[config.mk]
export PLATFORM = sky130hd
export DESIGN_NAME = gpio_input_conditioner
export DESIGN_NICKNAME = d
export VERILOG_FILES = /design/src/rtl/gpio_input_conditioner.sv
export SDC_FILE = /design/constraint.sdc
export NUM_CORES = 1
export LEC_CHECK = 0
export BUFFER_PORTS_ARGS = -buffer_cell sky130_fd_sc_hd__clkbuf_2
export CAP_MARGIN = 20
export CORE_MARGIN = 4
export CORE_UTILIZATION = 33
export DETAILED_ROUTE_END_ITERATION = 10
export MAX_ROUTING_LAYER = met4
export SLEW_MARGIN = 20
export SYNTH_ARGS = -nofsm -noshare
export SYNTH_HDL_FRONTEND = slang
export SYNTH_SLANG_ARGS = --single-unit
[constraint.sdc]
create_clock -name CLOCK_50 -period 9.7 [get_ports CLOCK_50]
set_input_delay 0.485 -clock CLOCK_50 [delete_from_list [all_inputs] [get_ports CLOCK_50]]
set_output_delay 0.485 -clock CLOCK_50 [all_outputs]
set_load 0.01 [all_outputs]
[src/rtl/gpio_input_conditioner.sv]
// GPIO / push-button input front end.
// Two-flop synchronisers on every switch and button line, per-button debounce with
// registered press/release pulses, and a single-entry valid/ready command slot that
// captures the switch bank when the execute button is pressed.
// Optional build macro SW_DEBOUNCE_EN: when defined, every switch bit also passes
// through a debounce counter, so sw_sync lags sw_raw by 2 + DEBOUNCE_CYCLES cycles.

module gpio_input_conditioner #(
  parameter int unsigned SW_WIDTH        = 32,
  parameter int unsigned BTN_WIDTH       = 3,
  parameter int unsigned DEBOUNCE_CYCLES = 500000,
  parameter int unsigned CNT_WIDTH       = 20,
  parameter int unsigned EXEC_BTN        = 2
) (
  input  logic                 CLOCK_50,
  input  logic                 RESET,
  input  logic [SW_WIDTH-1:0]  sw_raw,
  input  logic [BTN_WIDTH-1:0] btn_raw_n,
  output logic [SW_WIDTH-1:0]  sw_sync,
  output logic [BTN_WIDTH-1:0] btn_level,
  output logic [BTN_WIDTH-1:0] btn_press,
  output logic [BTN_WIDTH-1:0] btn_release,
  output logic                 cmd_valid,
  input  logic                 cmd_ready,
  output logic [SW_WIDTH-1:0]  cmd_sw,
  output logic                 cmd_overrun
);

  // Terminal count: the level flips on the cycle the counter already reads this value.
  localparam logic [CNT_WIDTH-1:0] CntMax = CNT_WIDTH'(DEBOUNCE_CYCLES - 1);

  typedef enum logic {StIdle, StFull} state_e;

  // ---------------------------------------------------------------------------
  // Synchronisers
  // ---------------------------------------------------------------------------
  logic [SW_WIDTH-1:0]  sw_meta_q, sw_s2_q;
  logic [BTN_WIDTH-1:0] btn_meta_q, btn_s2_q;
  logic [BTN_WIDTH-1:0] btn_act;

  // Two-flop synchronisers; button flops reset to 1 (released, active-low).
  always_ff @(posedge CLOCK_50 or posedge RESET) begin
    if (RESET) begin
      sw_meta_q  <= '0;
      sw_s2_q    <= '0;
      btn_meta_q <= '1;
      btn_s2_q   <= '1;
    end else begin
      sw_meta_q  <= sw_raw;
      sw_s2_q    <= sw_meta_q;
      btn_meta_q <= btn_raw_n;
      btn_s2_q   <= btn_meta_q;
    end
  end

  assign btn_act = ~btn_s2_q;

  // ---------------------------------------------------------------------------
  // Button debounce
  // ---------------------------------------------------------------------------
  logic [CNT_WIDTH-1:0] btn_cnt_q [BTN_WIDTH];
  logic [CNT_WIDTH-1:0] btn_cnt_d [BTN_WIDTH];
  logic [BTN_WIDTH-1:0] btn_level_q, btn_level_d;

  // Count consecutive cycles of disagreement; any agreement restarts the count.
  always_comb begin
    for (int i = 0; i < int'(BTN_WIDTH); i++) begin
      btn_cnt_d[i]   = btn_cnt_q[i];
      btn_level_d[i] = btn_level_q[i];
      if (btn_act[i] == btn_level_q[i]) begin
        btn_cnt_d[i] = '0;
      end else if (btn_cnt_q[i] == CntMax) begin
        btn_level_d[i] = ~btn_level_q[i];
        btn_cnt_d[i]   = '0;
      end else begin
        btn_cnt_d[i] = btn_cnt_q[i] + CNT_WIDTH'(1);
      end
    end
  end

  // Debounce state registers.
  always_ff @(posedge CLOCK_50 or posedge RESET) begin
    if (RESET) begin
      for (int i = 0; i < int'(BTN_WIDTH); i++) begin
        btn_cnt_q[i] <= '0;
      end
      btn_level_q <= '0;
    end else begin
      for (int i = 0; i < int'(BTN_WIDTH); i++) begin
        btn_cnt_q[i] <= btn_cnt_d[i];
      end
      btn_level_q <= btn_level_d;
    end
  end

  // ---------------------------------------------------------------------------
  // Switch path: debounced or synchronised only
  // ---------------------------------------------------------------------------
  logic [SW_WIDTH-1:0] sw_level;

`ifdef SW_DEBOUNCE_EN
  logic [CNT_WIDTH-1:0] sw_cnt_q [SW_WIDTH];
  logic [CNT_WIDTH-1:0] sw_cnt_d [SW_WIDTH];
  logic [SW_WIDTH-1:0]  sw_level_q, sw_level_d;

  // Same debounce rule as the buttons, applied to each switch bit.
  always_comb begin
    for (int i = 0; i < int'(SW_WIDTH); i++) begin
      sw_cnt_d[i]   = sw_cnt_q[i];
      sw_level_d[i] = sw_level_q[i];
      if (sw_s2_q[i] == sw_level_q[i]) begin
        sw_cnt_d[i] = '0;
      end else if (sw_cnt_q[i] == CntMax) begin
        sw_level_d[i] = ~sw_level_q[i];
        sw_cnt_d[i]   = '0;
      end else begin
        sw_cnt_d[i] = sw_cnt_q[i] + CNT_WIDTH'(1);
      end
    end
  end

  // Switch debounce state registers.
  always_ff @(posedge CLOCK_50 or posedge RESET) begin
    if (RESET) begin
      for (int i = 0; i < int'(SW_WIDTH); i++) begin
        sw_cnt_q[i] <= '0;
      end
      sw_level_q <= '0;
    end else begin
      for (int i = 0; i < int'(SW_WIDTH); i++) begin
        sw_cnt_q[i] <= sw_cnt_d[i];
      end
      sw_level_q <= sw_level_d;
    end
  end

  assign sw_level = sw_level_q;
`else
  assign sw_level = sw_s2_q;
`endif

  // ---------------------------------------------------------------------------
  // Edge pulses
  // ---------------------------------------------------------------------------
  logic [BTN_WIDTH-1:0] btn_prev_q;
  logic [BTN_WIDTH-1:0] btn_press_q, btn_press_d;
  logic [BTN_WIDTH-1:0] btn_release_q, btn_release_d;

  // Edge detect against last cycle's level; a bit cannot rise and fall at once.
  always_comb begin
    btn_press_d   = btn_level_q & ~btn_prev_q;
    btn_release_d = ~btn_level_q & btn_prev_q;
  end

  // Pulse and previous-level registers.
  always_ff @(posedge CLOCK_50 or posedge RESET) begin
    if (RESET) begin
      btn_prev_q    <= '0;
      btn_press_q   <= '0;
      btn_release_q <= '0;
    end else begin
      btn_prev_q    <= btn_level_q;
      btn_press_q   <= btn_press_d;
      btn_release_q <= btn_release_d;
    end
  end

  // ---------------------------------------------------------------------------
  // Command slot
  // ---------------------------------------------------------------------------
  state_e              state_q, state_d;
  logic [SW_WIDTH-1:0] cmd_sw_q, cmd_sw_d;
  logic                overrun_q, overrun_d;
  logic                exec_press;

  assign exec_press = btn_press_q[EXEC_BTN];

  // Slot next-state: capture on exec, drain on ready, flag exec into an unaccepted slot.
  always_comb begin
    state_d   = state_q;
    cmd_sw_d  = cmd_sw_q;
    overrun_d = overrun_q;
    unique case (state_q)
      StIdle: begin
        if (exec_press) begin
          cmd_sw_d = sw_level;
          state_d  = StFull;
        end
      end
      StFull: begin
        if (exec_press && cmd_ready) begin
          // Old snapshot leaves as the new one arrives.
          cmd_sw_d = sw_level;
        end else if (exec_press) begin
          overrun_d = 1'b1;
        end else if (cmd_ready) begin
          state_d = StIdle;
        end
      end
      default: state_d = StIdle;
    endcase
  end

  // Slot state registers.
  always_ff @(posedge CLOCK_50 or posedge RESET) begin
    if (RESET) begin
      state_q   <= StIdle;
      cmd_sw_q  <= '0;
      overrun_q <= 1'b0;
    end else begin
      state_q   <= state_d;
      cmd_sw_q  <= cmd_sw_d;
      overrun_q <= overrun_d;
    end
  end

  assign sw_sync     = sw_level;
  assign btn_level   = btn_level_q;
  assign btn_press   = btn_press_q;
  assign btn_release = btn_release_q;
  assign cmd_valid   = (state_q == StFull);
  assign cmd_sw      = cmd_sw_q;
  assign cmd_overrun = overrun_q;

endmodule

Word level (Yosys, flattened, before mapping)
Cells that the tools add are included.
Cells by class
  bitwise gates (word level): 13
  $add $sub $neg: 3
  mux-type cells: 14
  reduce and logical (&&, ||, !) cells: 6
  eq/ne operators: 8
Operators by type and width (number)
  $mux W20: 6
  $mux W32: 2
  $pmux W32 S2: 1
  $add A20 B1 Y20 const B: 3
  $eq A20 B19 Y1 const B: 3
  $not A3 Y3: 3
  $not A1 Y1: 8
  $reduce_and A2 Y1: 4
  $and A3 B3 Y3: 2
  $mux W1: 4
  $eq A1 B1 Y1: 3
  $reduce_and A3 Y1: 1
  $ne A2 B1 Y1 const B: 1
  $ne A2 B2 Y1 const B: 1
  $pmux W1 S2: 1
  $logic_and A1 B1 Y1: 1
Storage, ports and cells
  flip-flop bits (word level): 176
  logic and storage cells: 60
  output and inout port bits: 75

Longest topological paths before layout
  depth in word-level cells: 4
  depth in mapped cells: 7

Worst setup path after synthesis
No wires, ideal clock.
  path kind: reg2reg
  start: register btn_cnt_q[10] (netlist name)
  end: register btn_cnt_q[10] (netlist name)
  setup slack: 7868 ps
  data arrival time: 1714 ps
  library setup time: 119 ps
  stages on the path, launching flop included: 6
  period minus slack after synthesis: 1832 ps
  path through: dfrtp_1 or4b_1 or3_4 o21ai_4 buf_6 nor2_1
RTL lines
  start, declared: line 61  | logic [CNT_WIDTH-1:0] btn_cnt_q [BTN_WIDTH];
  start signal, assigned by index: line 90  | btn_cnt_q[i] <= btn_cnt_d[i];

==> results_tabular.tex <==
\begin{tabular}{lr}
\hline
Metric & Value \\
\hline
\multicolumn{2}{l}{\textbf{Place}} \\
\quad Routability congestion estimate & between 0.8 and 0.9 \\
\quad Number of I/O port buffers & between 100 and 150 \\
\quad Detail Placement HPWL & approximately 9000 um \\
\multicolumn{2}{l}{\textbf{Clock network}} \\
\quad Clock sink count & 176 \\
\quad Number of buffers created by CTS & 17 \\
\quad Resized Gates After CTS & 0 \\
\quad Hold\_buf cts & 0 \\
\quad CTS tree & yes \\
\quad Clock insertion delay at the later pin of the skew report & about 0.42 ns \\
\quad Buffer cell driving the clock tree root & sky130\_fd\_sc\_hd\_\_clkbuf\_16 \\
\quad Deepest clock path buffer count & 2 \\
\quad Clock-pin transition on the worst setup and hold timing paths & 0.07 ns \\
\quad Buffer count from post-CTS setup fixing & 0 \\
\quad Maximum level of the CTS H-tree & 4 \\
\multicolumn{2}{l}{\textbf{Drt}} \\
\quad Total wire length & about 12000 um \\
\quad DRC & 0 \\
\quad Final routed wire length divided by cell count & roughly 14 um \\
\quad Detailed-route via count & 4153 \\
\quad Vias/cell & 4.651 \\
\quad Detailed-router iteration count before antenna repair & 6 \\
\quad Drt first-iter violations & roughly 160 \\
\quad Number of antenna-violating nets in the routed design & 0 \\
\multicolumn{2}{l}{\textbf{Die}} \\
\quad Total Die Area & between 0.02 and 0.025 sq mm \\
\quad Die Y & around 150 um \\
\quad Die extent in x & 148.3 um \\
\quad Placement Rows & slightly above 50 \\
\quad Boundary Pins & $\sim$110 \\
\quad Core Region & approximately 0.019 sq mm \\
\quad Starting Density & around a third \\
\multicolumn{2}{l}{\textbf{Worst hold path}} \\
\quad Type of the worst min-delay path & in -> reg \\
\quad End point of the worst hold path & btn\_meta\_q[0]\$\_DFF\_PP1\_ \\
\quad Startpoint of the tightest hold check path & btn\_raw\_n[0] \\
\quad Worst hold path depth & 1 \\
\multicolumn{2}{l}{\textbf{Setup path}} \\
\quad Crit end category & register \\
\quad Path depth of the worst reg2reg path & 4 \\
\quad Ordered cell list for the critical path & or4b\_1 > or3\_4 > o21ai\_4 > nor2\_1 \\
\quad Worst endpoint required time & about 10 ns \\
\quad Buf+Inv Stages, Crit Path & 0 \\
\quad Top cell family by delay on the critical path & simple AND/OR/NAND/NOR gates \\
\quad Crit-path max FO & 19 \\
\quad Worst reg2reg path startpoint & btn\_cnt\_q[10]\$\_DFF\_PP0\_ \\
\quad Master of the slowest instance on the critical path & sky130\_fd\_sc\_hd\_\_or4b\_1 \\
\quad Data arrival time of the critical path & roughly 2.3 ns \\
\quad Delay of the slowest critical-path stage & 0.54 ns \\
\quad Crit path launch type & register \\
\quad Capture point of the worst reg-to-reg path & btn\_cnt\_q[8]\$\_DFF\_PP0\_ \\
\quad Classification of the worst setup path & reg -> reg \\
\quad Slack of the worst reg-to-reg path & 7.68 ns \\
\multicolumn{2}{l}{\textbf{Yosys}} \\
\quad Main synth FF type & sky130\_fd\_sc\_hd\_\_dfrtp\_1 \\
\quad Ys async rst share & 100.0\% \\
\quad Fraction of the yosys area taken by sequential cells & between 60\% and 70\% \\
\quad Net count after synthesis & 536 \\
\quad Most numerous cell types in the synthesized netlist & sky130\_fd\_sc\_hd\_\_dfrtp\_1 (170), sky130\_fd\_sc\_hd\_\_nor2\_1 (52), sky130\_fd\_sc\_hd\_\_mux2\_2 (32), sky130\_fd\_sc\_hd\_\_xnor2\_1 (28) \\
\quad Main area contributors after synthesis & sky130\_fd\_sc\_hd\_\_dfrtp\_1 (66\%), sky130\_fd\_sc\_hd\_\_mux2\_2 (5.6\%), sky130\_fd\_sc\_hd\_\_xnor2\_1 (3.8\%) \\
\quad Post-synthesis cell area & between 0.006 and 0.007 sq mm \\
\quad Count of flip-flops with a built-in enable after synthesis & 0 \\
\quad Ys Warns & 0 \\
\quad Unique masters post-synth & 40 \\
\quad Per-instance average area after synthesis & around 13 sq um \\
\quad Post-synthesis cell type with the largest combined area & sky130\_fd\_sc\_hd\_\_dfrtp\_1 \\
\quad Total of flip-flops plus latches after synthesis & between 150 and 200 \\
\quad Post-Syn Instances & roughly 500 \\
\quad Area share of the largest cell type after synthesis & between 60 and 70\% \\
\quad Most used standard cell by instance count after synthesis & sky130\_fd\_sc\_hd\_\_dfrtp\_1 \\
\multicolumn{2}{l}{\textbf{Pwr}} \\
\quad Pwr Density & between 150 and 200 mW/mm\^{}2 \\
\quad Worst voltage drop across the vdd grid & approximately 100 uV \\
\quad Post-route total power & around 0.0015 W \\
\quad Leakage power of the design & $\sim$3.7 nW \\
\multicolumn{2}{l}{\textbf{Timing}} \\
\quad Transition time at the pin with the least slew margin & $\sim$0.94 ns \\
\quad Max-slew violation total from the final report & 0 \\
\quad Maximum clock skew at final layout & slightly above 0.008 ns \\
\quad Max Freq & $\sim$490 MHz \\
\quad Final Hold Vio Count & 0 \\
\quad Final setup violation count & 0 \\
\quad Clock period minus final worst setup slack & approximately 2 ns \\
\quad Final period utilization & approximately a fifth \\
\quad Relative slew slack & about 37\% \\
\quad Final setup TNS & 0 ns \\
\quad Unrepaired setup endpoints after global routing & no \\
\multicolumn{2}{l}{\textbf{Final layout}} \\
\quad Final net count & approximately 660 \\
\quad Fraction of final layout cells with drive strength greater than 1 & between 30 and 40\% \\
\quad Area growth from synthesis to layout & 21.90\% \\
\quad ANT cells & 0 \\
\multicolumn{2}{l}{\textbf{Outcome}} \\
\quad Run status & finished, final reports clean \\
\multicolumn{2}{l}{\textbf{Global routing}} \\
\quad Global-route wire length before repair & 20800 um \\
\quad Total grt overflow & 0 \\
\quad Number of antenna violations at the first check in global routing & 0 \\
\quad Vias in the first global route & between 4000 and 5000 \\
\quad Pin count of the biggest net entering global routing & 108 \\
\quad Overall fraction of global-route tracks in use & 12.19\% \\
\multicolumn{2}{l}{\textbf{Flow run}} \\
\quad Max-capacitance violation count & 0 \\
\hline
\end{tabular}
[where the power goes]
part / internal (W) / switching [W] / total, W
logic: 0.0000141 / 0.0000294 / 0.0000434
registers: 0.000753 / 0.0000101 / 0.000763
clock network: 0.000364 / 0.000283 / 0.000647
[cell usage in the layout, fill, tap and decap left out, types with 2 or more instances in the layout]
cell type / netlist / layout
sky130_fd_sc_hd__dfrtp_1: 170 / 170
sky130_fd_sc_hd__clkbuf_2: 1 / 112
sky130_fd_sc_hd__nor2_1: 52 / 52
sky130_fd_sc_hd__mux2_2: 32 / 32
sky130_fd_sc_hd__xnor2_1: 28 / 28
sky130_fd_sc_hd__nand2_1: 20 / 20
sky130_fd_sc_hd__nand4_1: 20 / 20
sky130_fd_sc_hd__nand3_1: 18 / 18
sky130_fd_sc_hd__clkbuf_16: 0 / 17
sky130_fd_sc_hd__a21oi_1: 16 / 16
sky130_fd_sc_hd__inv_1: 16 / 15
sky130_fd_sc_hd__nor3_1: 14 / 14
sky130_fd_sc_hd__xor2_1: 13 / 13
sky130_fd_sc_hd__or3_1: 11 / 11
sky130_fd_sc_hd__o31ai_1: 10 / 10
sky130_fd_sc_hd__or4_1: 10 / 10
sky130_fd_sc_hd__o21ai_0: 8 / 8
sky130_fd_sc_hd__dfstp_2: 6 / 6
sky130_fd_sc_hd__and4_1: 5 / 5
sky130_fd_sc_hd__nor4_1: 5 / 5
sky130_fd_sc_hd__nor2b_1: 4 / 4
sky130_fd_sc_hd__inv_6: 0 / 4
sky130_fd_sc_hd__nand4_2: 3 / 3
sky130_fd_sc_hd__ha_1: 3 / 3
sky130_fd_sc_hd__clkinv_4: 0 / 3
sky130_fd_sc_hd__clkinv_2: 0 / 3
sky130_fd_sc_hd__clkinvlp_4: 0 / 3
sky130_fd_sc_hd__or2_2: 2 / 2
sky130_fd_sc_hd__nor4b_1: 2 / 2
sky130_fd_sc_hd__and3_1: 2 / 2
sky130_fd_sc_hd__mux2i_1: 2 / 2
sky130_fd_sc_hd__buf_4: 0 / 2
[sequential cells by signal, summed over array words and instances, names as in the netlist]
signal,flops
btn_level,3
btn_meta_q,3
sw_sync,32
btn_s2_q,3
cmd_overrun,1
btn_release,3
sw_meta_q,32
btn_prev_q,3
cmd_sw,32
cmd_valid,1
btn_press,3
btn_cnt_q,60
[cells by family (layout without fill, tap and decap cells)]
| family | after synthesis | in the layout | synth area share [%] |
|---|---|---|---|
| AO/OA/AOI/OAI | 38 | 38 | 3.855 |
| adder cells (fa/ha/maj) | 3 | 3 | 0.5783 |
| AND/OR/NAND/NOR | 174 | 174 | 14.34 |
| buffers and inverters | 29 | 162 | 1.869 |
| multiplexers | 34 | 34 | 5.860 |
| flip-flops | 176 | 176 | 67.96 |
| XOR/XNOR | 41 | 41 | 5.532 |
[layout make-up]
| class | count | area [sq um] |
|---|---|---|
| sequential | 176 | 4412 |
| fill | 1849 | 11490 |
| tap | 265 | 331.6 |
| clock buffer | 18 | 439.2 |
| timing repair buffer | 114 | 575.6 |
| inverter | 16 | 65.06 |
| multi-input combinational | 290 | 1958 |
| clock inverter | 14 | 131.4 |
[stage by stage]
stage | hold slack, ns | std cells | setup slack, ns | area [sq um] | utilization, %
global placement | 0.3318 | 861 | 7.513 | 7342 | 37.85
CTS | 0.1180 | 893 | 7.655 | 7913 | 40.79
detailed placement | 0.3347 | 861 | 7.474 | 7342 | 37.85
global route | 0.1128 | 893 | 7.519 | 7913 | 40.79
finish | 0.1428 | 893 | 7.676 | 7913 | 40.79
floorplan | 0.3312 | 495 | 4.451 | 6491 | -
[routing by layer]
| layer | GRT usage, % | routed length, um | vias to the layer above |
|---|---|---|---|
| li1 | - | - | 1964 |
| met1 | 15.26 | 5642 | 2064 |
| met2 | 18.89 | 5927 | 111 |
| met3 | 4.052 | 685 | 14 |
| met4 | 3.880 | 167 | 0 |
| met5 | - | 0 | - |
[worst max-delay path by stage]
| stage | depth (start not counted) | from | to |
|---|---|---|---|
| after CTS | 4 | btn_cnt_q[10]$_DFF_PP0_ | btn_cnt_q[12]$_DFF_PP0_ |
| after global routing | 5 | btn_cnt_q[20]$_DFF_PP0_ | btn_cnt_q[28]$_DFF_PP0_ |
| after detailed placement | 3 | RESET | sw_sync[31]$_DFF_PP0_ |
| after global placement | 3 | RESET | sw_sync[0]$_DFF_PP0_ |
| final | 4 | btn_cnt_q[10]$_DFF_PP0_ | btn_cnt_q[8]$_DFF_PP0_ |
| after floorplan | 1 | RESET | btn_cnt_q[0]$_DFF_PP0_ |
Power figures use the tool's default switching activity.
